### src/rtl/thread_stall_tracker.sv
// Per-thread stall tracker feeding the priority scheduler: memory waits, fixed-latency stalls, exception release.
// Optional memory-wait watchdog compiled under `STALL_TIMEOUT_EN.
module thread_stall_tracker #(
    parameter int unsigned N_THREADS = 8,
    parameter int unsigned TID_W     = 3,
    parameter int unsigned CNT_W     = 4,
    parameter int unsigned TIMEOUT   = 255
) (
    input  logic                 clk,
    input  logic                 rst,
    input  logic                 mem_stall_en,
    input  logic [TID_W-1:0]     mem_stall_thread,
    input  logic                 mem_done_en,
    input  logic [TID_W-1:0]     mem_done_thread,
    input  logic                 lat_stall_en,
    input  logic [TID_W-1:0]     lat_stall_thread,
    input  logic [CNT_W-1:0]     lat_stall_cycles,
    input  logic                 exc_en,
    input  logic [TID_W-1:0]     exc_thread,
    output logic [N_THREADS-1:0] stalled,
    output logic                 all_stalled,
    output logic                 timeout_en,
    output logic [TID_W-1:0]     timeout_thread
);

    localparam logic [1:0] READY    = 2'd0;
    localparam logic [1:0] MEM_WAIT = 2'd1;
    localparam logic [1:0] LAT_WAIT = 2'd2;

    // Elaboration-time parameter sanity check
    if (TIMEOUT < 1 || (1 << TID_W) < N_THREADS) begin : g_param_check
        $error("thread_stall_tracker: bad TIMEOUT or TID_W too narrow for N_THREADS");
    end

    logic [1:0]           state     [N_THREADS];
    logic [1:0]           state_nxt [N_THREADS];
    logic [CNT_W-1:0]     cnt       [N_THREADS];
    logic [CNT_W-1:0]     cnt_nxt   [N_THREADS];
    logic [N_THREADS-1:0] stalled_c;

`ifdef STALL_TIMEOUT_EN
    localparam int unsigned TO_W = (TIMEOUT > 1) ? $clog2(TIMEOUT + 1) : 1;

    logic [TO_W-1:0]  wcnt     [N_THREADS];
    logic [TO_W-1:0]  wcnt_nxt [N_THREADS];
    logic             to_hit_c;
    logic [TID_W-1:0] to_tid_c;
`endif

    always_comb begin
`ifdef STALL_TIMEOUT_EN
        // Lowest-id saturated waiter wins; a same-cycle done/exception claims the thread instead
        to_hit_c = 1'b0;
        to_tid_c = '0;
        for (int i = 0; i < N_THREADS; i++) begin
            if (!to_hit_c && state[i] == MEM_WAIT && wcnt[i] == TO_W'(TIMEOUT)
                && !(mem_done_en && mem_done_thread == TID_W'(i))
                && !(exc_en && exc_thread == TID_W'(i))) begin
                to_hit_c = 1'b1;
                to_tid_c = TID_W'(i);
            end
        end
`endif
        for (int i = 0; i < N_THREADS; i++) begin
            state_nxt[i] = state[i];
            cnt_nxt[i]   = cnt[i];
            case (state[i])
                READY: begin
                    if (mem_stall_en && mem_stall_thread == TID_W'(i)) begin
                        state_nxt[i] = MEM_WAIT;
                    end else if (lat_stall_en && lat_stall_thread == TID_W'(i)
                                 && lat_stall_cycles != '0) begin
                        state_nxt[i] = LAT_WAIT;
                        cnt_nxt[i]   = lat_stall_cycles;
                    end
                end
                MEM_WAIT: begin
                    if (mem_done_en && mem_done_thread == TID_W'(i)) state_nxt[i] = READY;
                end
                LAT_WAIT: begin
                    // Counter holds the remaining stalled cycles including the current one
                    if (cnt[i] == CNT_W'(1)) begin
                        state_nxt[i] = READY;
                        cnt_nxt[i]   = '0;
                    end else begin
                        cnt_nxt[i] = cnt[i] - CNT_W'(1);
                    end
                end
                default: begin
                    state_nxt[i] = READY;
                    cnt_nxt[i]   = '0;
                end
            endcase
`ifdef STALL_TIMEOUT_EN
            if (to_hit_c && to_tid_c == TID_W'(i)) state_nxt[i] = READY;
`endif
            if (exc_en && exc_thread == TID_W'(i)) begin
                state_nxt[i] = READY;
                cnt_nxt[i]   = '0;
            end
`ifdef STALL_TIMEOUT_EN
            if (state[i] == MEM_WAIT && state_nxt[i] == MEM_WAIT) begin
                wcnt_nxt[i] = (wcnt[i] == TO_W'(TIMEOUT)) ? wcnt[i] : wcnt[i] + TO_W'(1);
            end else begin
                wcnt_nxt[i] = '0;
            end
`endif
            stalled_c[i] = (state_nxt[i] != READY);
        end
    end

    always_ff @(posedge clk) begin
        if (rst) begin
            for (int i = 0; i < N_THREADS; i++) begin
                state[i] <= READY;
                cnt[i]   <= '0;
            end
            stalled     <= '0;
            all_stalled <= 1'b0;
        end else begin
            for (int i = 0; i < N_THREADS; i++) begin
                state[i] <= state_nxt[i];
                cnt[i]   <= cnt_nxt[i];
            end
            stalled     <= stalled_c;
            all_stalled <= &stalled_c;
        end
    end

`ifdef STALL_TIMEOUT_EN
    always_ff @(posedge clk) begin
        if (rst) begin
            for (int i = 0; i < N_THREADS; i++) wcnt[i] <= '0;
            timeout_en     <= 1'b0;
            timeout_thread <= '0;
        end else begin
            for (int i = 0; i < N_THREADS; i++) wcnt[i] <= wcnt_nxt[i];
            timeout_en     <= to_hit_c;
            timeout_thread <= to_hit_c ? to_tid_c : '0;
        end
    end
`else
    assign timeout_en     = 1'b0;
    assign timeout_thread = '0;
`endif

endmodule

### config.mk
export PLATFORM = sky130hd
export DESIGN_NAME = thread_stall_tracker
export DESIGN_NICKNAME = d
export VERILOG_FILES = /design/src/rtl/thread_stall_tracker.sv
export SDC_FILE = /design/constraint.sdc
export NUM_CORES = 1
export LEC_CHECK = 0
export ABC_AREA = 1
export CORE_ASPECT_RATIO = 1.1
export CORE_MARGIN = 1
export CORE_UTILIZATION = 35
export CTS_BUF_LIST = sky130_fd_sc_hd__clkbuf_16
export DETAILED_ROUTE_END_ITERATION = 8
export HOLD_SLACK_MARGIN = 0.15
export PLACE_DENSITY_LB_ADDON = 0.3
export SETUP_SLACK_MARGIN = 0.3
export SLEW_MARGIN = 20
export SYNTH_ARGS = -nofsm -noshare
export SYNTH_HDL_FRONTEND = slang
export SYNTH_SLANG_ARGS = --single-unit
export TNS_END_PERCENT = 30
### constraint.sdc
create_clock -name clk -period 1.9 [get_ports clk]
set_clock_uncertainty 0.15 [all_clocks]
set_input_delay 0.38 -clock clk [delete_from_list [all_inputs] [get_ports clk]]
set_output_delay 0.38 -clock clk [all_outputs]
set_load 0.005 [all_outputs]
==> run summary <==
routed vias/inst -> 4.916
placed cells -> 703
Post-Route WL -> 9421 microns
CP delay by family, top -> buffers and inverters
outcome -> finished, final reports clean
critical path startpoint category -> register
CTS tree -> done
CP Capture Type -> output port
H-Tree Depth -> 3
Final Hold Vio Count -> 0
Leak -> 2.091 nW
Finished Layout Cells -> 725
TritonCTS Buffers -> 9
antenna-violating nets left -> 0
# rows -> 37
crit-path max FO -> 1
final worst path period share -> 87.47%
WP buf/inv -> 1
Iter 0 DRT Violations -> 176
crit path time final -> 1662 ps
Req. time, crit path -> 1370 ps
Layout Area Growth over Synthesis -> 32.11%
Seq/Total Area, Yosys -> 32.90%
Post-Syn Instances -> 532
initial antenna violation count -> 0
ANT cells -> 0
synthesized area -> 0.003468 sq mm
PwrDens -> 763.4 mW/mm^2
Root Buffer Master -> clkbuf_16
routed length per instance -> 12.99 microns
io pins -> 35
routability congestion estimate -> 0.8413
Core Region -> 0.009490 sq mm
GRT Resource Usage Total -> 18.93%
#FFs+latches synth -> 57
Cell variety after synth -> 29
RSZ-0062 raised after global routing -> true
Die X-Extent -> 96.92 microns
die footprint -> 0.01031 sq mm
first-pass GRT wire length -> 15550 microns
Util after Layout -> 48.28%
Hold WC Path Type -> register to register
CTS clk-pin slew, worst paths -> 50 ps
worst vdd ir -> 0.3748 mV
Max Buffers Root-to-Sink -> 2
# DRC -> 0
final setup fails -> 0
Num Clock Sinks -> 57
WS Path Type -> register to output port
Port Buffer Count -> 30
CP max stage cell -> clkdlybuf4s50_1
final-stage net count -> 641
critical-path cell list -> clkdlybuf4s50_1
initial cell density of the core -> 36.55%
vias after detailed routing -> 3564
largest net degree at the start of global routing -> 24
Fmax -> 0.6017 GHz
post-DP HPWL -> 6986 microns
Yosys Warn Count -> 0
clock latency on the worst-skew pair -> 330 ps
die height -> 106.4 microns
average size of a mapped cell -> 6.519 sq um
first-pass iteration count of the detailed router -> 5
post-cts hold buffer count -> 0
GRT Residual Overflow -> 0
max incr delay on CP -> 490 ps
setup tns final -> 0 ps
total of max-cap violations -> 0
via count of the first global-routing pass -> 3456
share of cells above drive strength 1 -> 21.05%
Worst Path Arrival -> 1130 ps
Slew Viols, Final -> 0
## kinds of logic (layout without fill, tap and decap cells)
logic type | Yosys count | count (layout) | synth area share (%)
flops | 57 | 57 | 32.90
other cells | 1 | 4 | 0.1081
fa+ha+maj | 16 | 16 | 5.772
buf+inv | 100 | 173 | 11.26
simple gates | 255 | 255 | 31.06
xor+xnor | 16 | 16 | 4.041
compound gates | 87 | 87 | 14.86
## Yosys cell counts, drive strengths merged
library cell	number	area [sq um]
nand2	132	500.5
xor2	3	26.28
xnor2	13	113.9
nand4	6	37.54
nand3	26	130.1
o22ai	30	187.7
a21oi	33	165.2
nor2	81	354.1
a211oi	7	57.55
conb	1	3.750
dfxtp	57	1141
clkbuf	2	7.510
o21ai	11	58.80
nor3b	1	7.510
ha	16	200.2
or2	2	12.51
a31oi	4	31.28
buf	4	30.03
nor3	7	35.03
o21bai	2	15.01
inv	94	352.8
## state kept, by name (all words and copies together), names as in the netlist
register and count:
all_stalled 1, cnt 32, state 16, stalled 8
## metal layers
layer  GRT usage (%)  wire length [microns]  share of wire [%]
met1           23.79                   4416                 47
met3           3.287                    384                4.1
met2           31.09                   4371                 46
met5               0                      0                  0
met4           9.701                    248                2.6
## worst paths after layout
kind / start / endpoint / depth (start not counted) / slack, ps
worst max-delay path: stalled[7] / stalled[7] / 1 / 240
worst min-delay path: cnt[1][7] / cnt[1][7] / 2 / 310
worst max register to register: state[0][7] / all_stalled / 11 / 370
worst min register to register: cnt[1][7] / cnt[1][7] / 2 / 310
## layout make-up
type                       instances  area, sq um
multi-input combinational        378         2083
sequential                        57         1142
clock buffer                       9        225.2
timing repair buffer              63        553.0
clock inverter                     7        71.32
fill                             946         4908
inverter                          94        360.3
tap                              117        146.4
## metrics by stage
stage                     cell area, sq um  setup slack (ps)  hold WS (ps)  power, mW
final                                 4582             238.0         311.7      3.498
after floorplan                       3480             418.9         292.2      1.667
after global routing                  4582             209.0         337.6      3.649
after detailed placement              4091            -311.3         306.0      1.873
after CTS                             4463             212.5         314.7      3.497
after global placement                4091            -317.6         309.9      1.866
## repair_timing
item                                    4_1_cts  5_1_grt
endpoints found under the setup margin       60       41
setup buffers                                 3        3
endpoints found under the hold margin         0        0
gates resized for setup                      30       46
pin swaps                                    12       12
## layout by cell type, fill, tap and decap left out, types with 7 or more instances in the layout
cell	Yosys	final
a21oi_1	33	33
buf_4	4	32
clkbuf_16	0	9
clkdlybuf4s50_1	0	9
dfxtp_1	57	56
dlymetal6s2s_1	0	8
ha_1	16	16
inv_1	68	66
inv_2	26	27
nand2_1	130	117
nand2_2	2	15
nand3_1	26	23
nor2_1	71	59
nor2_2	5	13
nor2_4	5	9
nor3_1	7	7
o22ai_1	30	29
xnor2_1	13	13
## power by group
group / internal [mW] / switching (mW) / total [mW]
logic: 0.260 / 0.340 / 0.599
clock network: 1.01 / 0.602 / 1.61
registers: 1.25 / 0.0366 / 1.29
Note: power is estimated with default switching activity, not from simulation.
